**src/rtl/board_seeder.sv**
```systemverilog
// board_seeder
// Fills the Game-of-Life current-state board RAM with an initial pattern.
// When a fill runs, every cell is written in row-major order at one cell per
// clock. The pattern is all-dead, a single glider, or pseudo-random live
// cells taken from a 16-bit Galois LFSR. The block also holds the evolution
// stage off through hold_evo while a fill runs.
//
// Ports:
//   clk        system clock
//   rst        synchronous active-high reset
//   start      fill request, sampled only in IDLE
//   mode       0 clear, 1 glider, 2 random, 3 clear; latched with start
//   seed_load  load seed_in into the LFSR (IDLE only; 0 maps to SEED)
//   seed_in    new LFSR seed
//   ram_wren   board RAM write enable
//   ram_addr   write address, row*N + col
//   ram_data   cell value, 1 = live
//   busy       high while writing
//   done       one-cycle pulse after the last write
//   hold_evo   high while busy and during the done cycle
module board_seeder #(
    parameter int          P_PARAM_N  = 40,
    parameter int          P_PARAM_M  = 30,
    parameter int          ADDR_WIDTH = 24,
    parameter logic [15:0] SEED       = 16'hACE1,
    parameter logic [8:0]  DENSITY    = 9'd64,
    parameter int          AUTO_START = 1
) (
    input  logic                  clk,
    input  logic                  rst,
    input  logic                  start,
    input  logic [1:0]            mode,
    input  logic                  seed_load,
    input  logic [15:0]           seed_in,
    output logic                  ram_wren,
    output logic [ADDR_WIDTH-1:0] ram_addr,
    output logic                  ram_data,
    output logic                  busy,
    output logic                  done,
    output logic                  hold_evo
);

    localparam int unsigned CELLS = P_PARAM_N * P_PARAM_M;
    localparam int CW = (P_PARAM_N > 1) ? $clog2(P_PARAM_N) : 1;
    localparam int RW = (P_PARAM_M > 1) ? $clog2(P_PARAM_M) : 1;
    localparam logic [ADDR_WIDTH-1:0] LAST_ADDR = ADDR_WIDTH'(CELLS - 1);
    localparam logic [CW-1:0]         COL_MAX   = CW'(P_PARAM_N - 1);

    typedef enum logic [1:0] {S_IDLE, S_FILL, S_DONE} state_t;

    state_t                  state_q, state_d;
    logic [CW-1:0]           col_q, col_d;     // column of the next cell to write
    logic [RW-1:0]           row_q, row_d;     // row of the next cell to write
    logic [15:0]             lfsr_q, lfsr_d;   // value consumed by the next write
    logic [1:0]              mode_q, mode_d;
    logic                    auto_q, auto_d;   // pending automatic fill after reset
    logic [ADDR_WIDTH-1:0]   addr_q, addr_d;
    logic                    wren_q, wren_d;
    logic                    data_q, data_d;
    logic                    busy_q, busy_d;
    logic                    done_q, done_d;
    logic                    hold_q, hold_d;

    // Cell about to be written this cycle (either the first cell on FILL
    // entry, or the next one during FILL).
    logic                    issue;
    logic [CW-1:0]           cur_col;
    logic [RW-1:0]           cur_row;
    logic [15:0]             cur_lfsr;
    logic [1:0]              cur_mode;

    function automatic logic [15:0] lfsr_step(input logic [15:0] v);
        return v[0] ? ((v >> 1) ^ 16'hB400) : (v >> 1);
    endfunction

    // Row/col are compared in 32-bit space so narrow counters on tiny
    // boards cannot alias onto glider coordinates that do not exist.
    function automatic logic cell_val(input logic [1:0]    md,
                                      input logic [RW-1:0] r,
                                      input logic [CW-1:0] c,
                                      input logic [7:0]    lo);
        int unsigned ri;
        int unsigned ci;
        logic        v;
        ri = 32'(r);
        ci = 32'(c);
        case (md)
            2'd1:    v = (ri == 1 && ci == 2) || (ri == 2 && ci == 3) ||
                         (ri == 3 && ci >= 1 && ci <= 3);
            2'd2:    v = ({1'b0, lo} < DENSITY);
            default: v = 1'b0;
        endcase
        return v;
    endfunction

    always_comb begin
        state_d  = state_q;
        col_d    = col_q;
        row_d    = row_q;
        lfsr_d   = lfsr_q;
        mode_d   = mode_q;
        auto_d   = auto_q;
        addr_d   = '0;
        wren_d   = 1'b0;
        data_d   = 1'b0;
        busy_d   = 1'b0;
        done_d   = 1'b0;
        hold_d   = 1'b0;
        issue    = 1'b0;
        cur_col  = col_q;
        cur_row  = row_q;
        cur_lfsr = lfsr_q;
        cur_mode = mode_q;

        case (state_q)
            S_IDLE: begin
                if (seed_load)
                    lfsr_d = (seed_in == 16'h0000) ? SEED : seed_in;
                if (start || auto_q) begin
                    mode_d   = auto_q ? 2'd2 : mode;
                    auto_d   = 1'b0;
                    state_d  = S_FILL;
                    // First write goes out next cycle, so it is computed now,
                    // with any seed loaded in this same cycle.
                    issue    = 1'b1;
                    cur_col  = '0;
                    cur_row  = '0;
                    cur_lfsr = lfsr_d;
                    cur_mode = mode_d;
                    addr_d   = '0;
                end
            end
            S_FILL: begin
                if (addr_q == LAST_ADDR) begin
                    state_d = S_DONE;
                    done_d  = 1'b1;
                    hold_d  = 1'b1;
                end else begin
                    issue  = 1'b1;
                    addr_d = addr_q + ADDR_WIDTH'(1);
                end
            end
            default: begin
                state_d = S_IDLE;
            end
        endcase

        if (issue) begin
            wren_d = 1'b1;
            busy_d = 1'b1;
            hold_d = 1'b1;
            data_d = cell_val(cur_mode, cur_row, cur_col, cur_lfsr[7:0]);
            lfsr_d = lfsr_step(cur_lfsr);
            if (cur_col == COL_MAX) begin
                col_d = '0;
                row_d = cur_row + RW'(1);
            end else begin
                col_d = cur_col + CW'(1);
                row_d = cur_row;
            end
        end
    end

    always_ff @(posedge clk) begin
        if (rst) begin
            state_q <= S_IDLE;
            col_q   <= '0;
            row_q   <= '0;
            lfsr_q  <= SEED;
            mode_q  <= 2'd0;
            auto_q  <= (AUTO_START != 0);
            addr_q  <= '0;
            wren_q  <= 1'b0;
            data_q  <= 1'b0;
            busy_q  <= 1'b0;
            done_q  <= 1'b0;
            hold_q  <= 1'b0;
        end else begin
            state_q <= state_d;
            col_q   <= col_d;
            row_q   <= row_d;
            lfsr_q  <= lfsr_d;
            mode_q  <= mode_d;
            auto_q  <= auto_d;
            addr_q  <= addr_d;
            wren_q  <= wren_d;
            data_q  <= data_d;
            busy_q  <= busy_d;
            done_q  <= done_d;
            hold_q  <= hold_d;
        end
    end

    assign ram_wren = wren_q;
    assign ram_addr = addr_q;
    assign ram_data = data_q;
    assign busy     = busy_q;
    assign done     = done_q;
    assign hold_evo = hold_q;

endmodule

```
**config.mk**
```make
export PLATFORM = sky130hd
export DESIGN_NAME = board_seeder
export DESIGN_NICKNAME = d
export VERILOG_FILES = /design/src/rtl/board_seeder.sv
export SDC_FILE = /design/constraint.sdc
export NUM_CORES = 1
export LEC_CHECK = 0
export CORE_UTILIZATION = 40
export DETAILED_ROUTE_END_ITERATION = 7
export GPL_TIMING_DRIVEN = 0
export PLACE_DENSITY = 0.61
export SLEW_MARGIN = 20
export SYNTH_ARGS = -nofsm -noshare
export SYNTH_HDL_FRONTEND = slang
export SYNTH_SLANG_ARGS = --single-unit
```
**constraint.sdc**
```tcl
create_clock -name clk -period 2.3 [get_ports clk]
set_input_delay 0.23 -clock clk [delete_from_list [all_inputs] [get_ports clk]]
set_output_delay 0.23 -clock clk [all_outputs]
set_load 0.01 [all_outputs]
```
==> impl_metrics.py <==
metrics = {
    "floorplan": {
        "fp.dieArea_sq_um": 8974,
        "placement_row_count": 33,
        "initial_utilization": 0.4165,
        "top_ports": 51,
        "die_h_um": 94.73,
        "die_w_um": 94.73,
        "design.core.area_sq_um": 8258,
    },
    "placement": {
        "gp_routability_congestion": 0.8906,
        "portBuffers": 49,
        "place_hpwl_um": 6848,
        "dpl-instance-area_sq_um": 4063,
    },
    "synth": {
        "yosys.cell_types.count": 66,
        "synth_flop_cell": "dfxtp_1",
        "synth_enable_flop_cells": 0,
        "netlist_area_sq_um": 3440,
        "synth_sequential_area_ratio": 0.3492,
        "avgSynthCellArea_sq_um": 8.209,
        "synth_cells": 419,
        "synth_warnings": 0,
        "ys_seq_elements": 60,
        "async_reset_ff_frac": 0,
        "syn-num-nets": 451,
    },
    "grt": {
        "overflow": 0,
        "antenna_found_initial": 0,
        "gr-usage-all-layers": 0.2331,
        "grt_max_degree": 11,
        "grt_first_pass_wirelength_um": 16090,
        "number_of_global_route_vias_before_repair": 3211,
    },
    "worst_setup_path": {
        "regToRegSetupSlack_ps": 90,
        "top_fanout_value_on_the_critical_path": 10,
        "crit_required_ps": 2580,
        "max_stage_delay_on_crit_path_ps": 460,
        "cp_slowest_cell": "nor4_2",
        "timing.critical_path.arrival_ps": 2480,
        "startpoint_of_the_lowest_slack_register_to_register_path": "ram_addr[15]",
        "crit_path_cell_trace": "nor4_2 > nand2_1 > clkbuf_1 > o211ai_1 > mux2_2 > nor2_1",
        "worst_r2r_path_cells": 6,
        "path_class": "flip-flop to flip-flop",
        "critPathCaptureType": "flip-flop",
        "critical_path.reg2reg.endpoint": "row_q[1]",
        "startpoint_type": "flip-flop",
    },
    "clocking": {
        "cts_buffer_depth": 2,
        "post_cts_hold_buffer_count": 0,
        "cts.clk_slew.worst_paths_ps": 70,
        "clock_tree.root_cell": "clkbuf_8",
        "insertion_delay_ps": 340,
        "cts_tree": "done",
        "cts_buffers": 9,
        "cts_sinks": 60,
        "htree_num_levels": 3,
    },
    "drt": {
        "dr_total_vias": 3379,
        "final_wl_um": 9920,
        "initialDrtViolationCount": 265,
        "post_drt_wl_per_cell_um": 16.59,
        "detail_route.first_pass.iterations": 5,
        "detail_route.drc_violations": 0,
        "final_antenna_net_count": 0,
        "via_per_inst": 5.651,
    },
    "status": {
        "outcome": "finished, final reports clean",
    },
    "sta": {
        "finalSetupViolCount": 0,
        "pins_over_their_slew_limit": 0,
        "post-route-min-period_ps": 2207,
        "max-slew-margin-rel": 0.5925,
        "timing_worst_slew_pin_value_ps": 611.3,
        "clock-skew-final_ps": 3.968,
        "fin_crit_sh": 0.9595,
        "timing_hold_violations_final": 0,
        "timing.fmax_ghz": 0.4532,
    },
    "final_layout": {
        "utilization": 0.5341,
        "most-common-layout-cells": "59 x dfxtp_1, 53 x nor2_1, 49 x clkdlybuf4s50_1, 27 x nand2_1, 21 x nor3_1",
        "drive_gt1_frac": 0.1379,
        "syn2layout_area_growth_pct": 28.23,
        "nNetsFinal": 520,
        "layout.cell_area.non_filler_sq_um": 4410,
        "layout_commonest_cell": "dfxtp_1",
        "antenna_cells_inserted": 0,
    },
    "hold_path": {
        "worst_hold_path.endpoint": "ram_addr[0]",
        "worstHoldPathCells": 1,
        "worst_hold_path_type": "flip-flop to flip-flop",
        "hp-start": "ram_addr[0]",
    },
    "power_and_ir_drop": {
        "ir_drop_uv": 219.6,
        "power.density_nw_per_um2": 579.6,
        "report.power.total_mw": 2.556,
        "static-leakage-power_nw": 1.551,
    },
    "run": {
        "max_cap_viol_count": 0,
    },
}
-- critical path, delay by kind of cell (launching register included) --
family	cells	cell delay, ps
AND/OR/NAND/NOR	3	750
flip-flops	1	390
multiplexers	1	370
AO/OA/AOI/OAI	1	360
buffers and inverters	1	270
-- metrics by stage --
stage / hold slack [ps] / setup TNS [ps] / setup slack [ps] / std cells
floorplan: 436.2 / 0 / 49.85 / 419
global placement: 444.9 / -4382 / -604.0 / 573
detailed placement: 453.8 / -4358 / -626.2 / 573
CTS: 471.8 / 0 / 7.621 / 594
global route: 477.5 / -2.680 / -2.680 / 598
finish: 468.8 / 0 / 93.23 / 598
-- state kept, by name, summed over array words and instances, names as in the netlist --
register,cells
ram_addr,24
lfsr_q,16
col_q,6
row_q,5
mode_q,2
state_q,2
auto_q,1
busy,1
done,1
hold_evo,1
ram_data,1
-- logic make-up (layout without fill, tap and decap cells) --
| logic type | count (synthesis) | in the layout | synth area share |
|---|---|---|---|
| AO/OA/AOI/OAI | 80 | 80 | 0.1688 |
| XOR/XNOR | 29 | 29 | 0.07384 |
| adder cells (fa/ha/maj) | 10 | 10 | 0.03638 |
| buffers and inverters | 41 | 115 | 0.05202 |
| flip-flops | 60 | 60 | 0.3492 |
| multiplexers | 9 | 9 | 0.02801 |
| AND/OR/NAND/NOR | 190 | 190 | 0.2917 |
-- where the power goes --
part | internal [mW] | total (mW) | switching, mW
Sequential | 1.09 | 1.13 | 0.0394
Combinational | 0.206 | 0.446 | 0.240
Clock | 0.556 | 0.979 | 0.423
-- per-layer routing --
metal | vias to the layer above | share of wire | track usage
met5 | - | 0 | 0
met4 | 0 | 0.015 | 0.09470
met3 | 13 | 0.063 | 0.03865
met2 | 126 | 0.47 | 0.3891
met1 | 1580 | 0.46 | 0.2968
li1 | 1660 | - | -
-- worst max-delay path by stage --
stage	startpoint	end	slack, ps	cells past startpoint
6_report	ram_addr[15]	row_q[1]	90	6
3_3_place_gp	start	row_q[3]	-600	10
3_5_place_dp	start	row_q[4]	-630	10
4_1_cts	ram_addr[17]	ram_addr[19]	8	8
5_1_grt	ram_addr[4]	lfsr_q[10]	-3	7
2_1_floorplan	auto_q	row_q[4]	50	9
-- Yosys cell counts, types with 3 or more instances --
cell | count | area (sq um)
and3_1 | 8 | 50.05
and4_1 | 5 | 43.79
nor2_1 | 53 | 198.9
or2_2 | 4 | 25.02
buf_2 | 8 | 40.04
nor3_1 | 21 | 105.1
nand3_1 | 16 | 80.08
a221oi_1 | 4 | 35.03
inv_1 | 14 | 52.55
ha_1 | 10 | 125.1
xor2_1 | 10 | 87.58
o21ai_0 | 17 | 85.08
o211ai_1 | 4 | 30.03
a211oi_1 | 4 | 30.03
dfxtp_1 | 60 | 1201
nor3b_1 | 4 | 30.03
and2_1 | 4 | 25.02
nand4_1 | 7 | 43.79
nor4_1 | 12 | 75.07
or3_1 | 7 | 43.79
a21oi_1 | 10 | 50.05
mux2_2 | 5 | 56.30
nand2_1 | 28 | 105.1
a31oi_1 | 10 | 62.56
nand2b_1 | 7 | 43.79
o311ai_0 | 3 | 26.28
mux2i_1 | 4 | 40.04
xnor2_1 | 19 | 166.4
clkbuf_1 | 14 | 52.55
-- timing repair --
action	4_1_cts	5_1_grt
setup endpoints to repair	6	39
buffers inserted	5	4
pin swaps	0	1
gates cloned	0	0
gates resized for setup	10	11
-- area by class of cell --
cell class              instances  area [sq um]
fillers                       800          3847
plain buffers                  27         141.4
clock buffers                  12         155.1
repair buffers                 58         558.0
flip-flops and latches         60          1202
clock inverters                 4         47.55
multi-input cells             318          2122
inverters                      14         52.55
well taps                     105         131.4
Note: power is estimated with default switching activity, not from simulation.
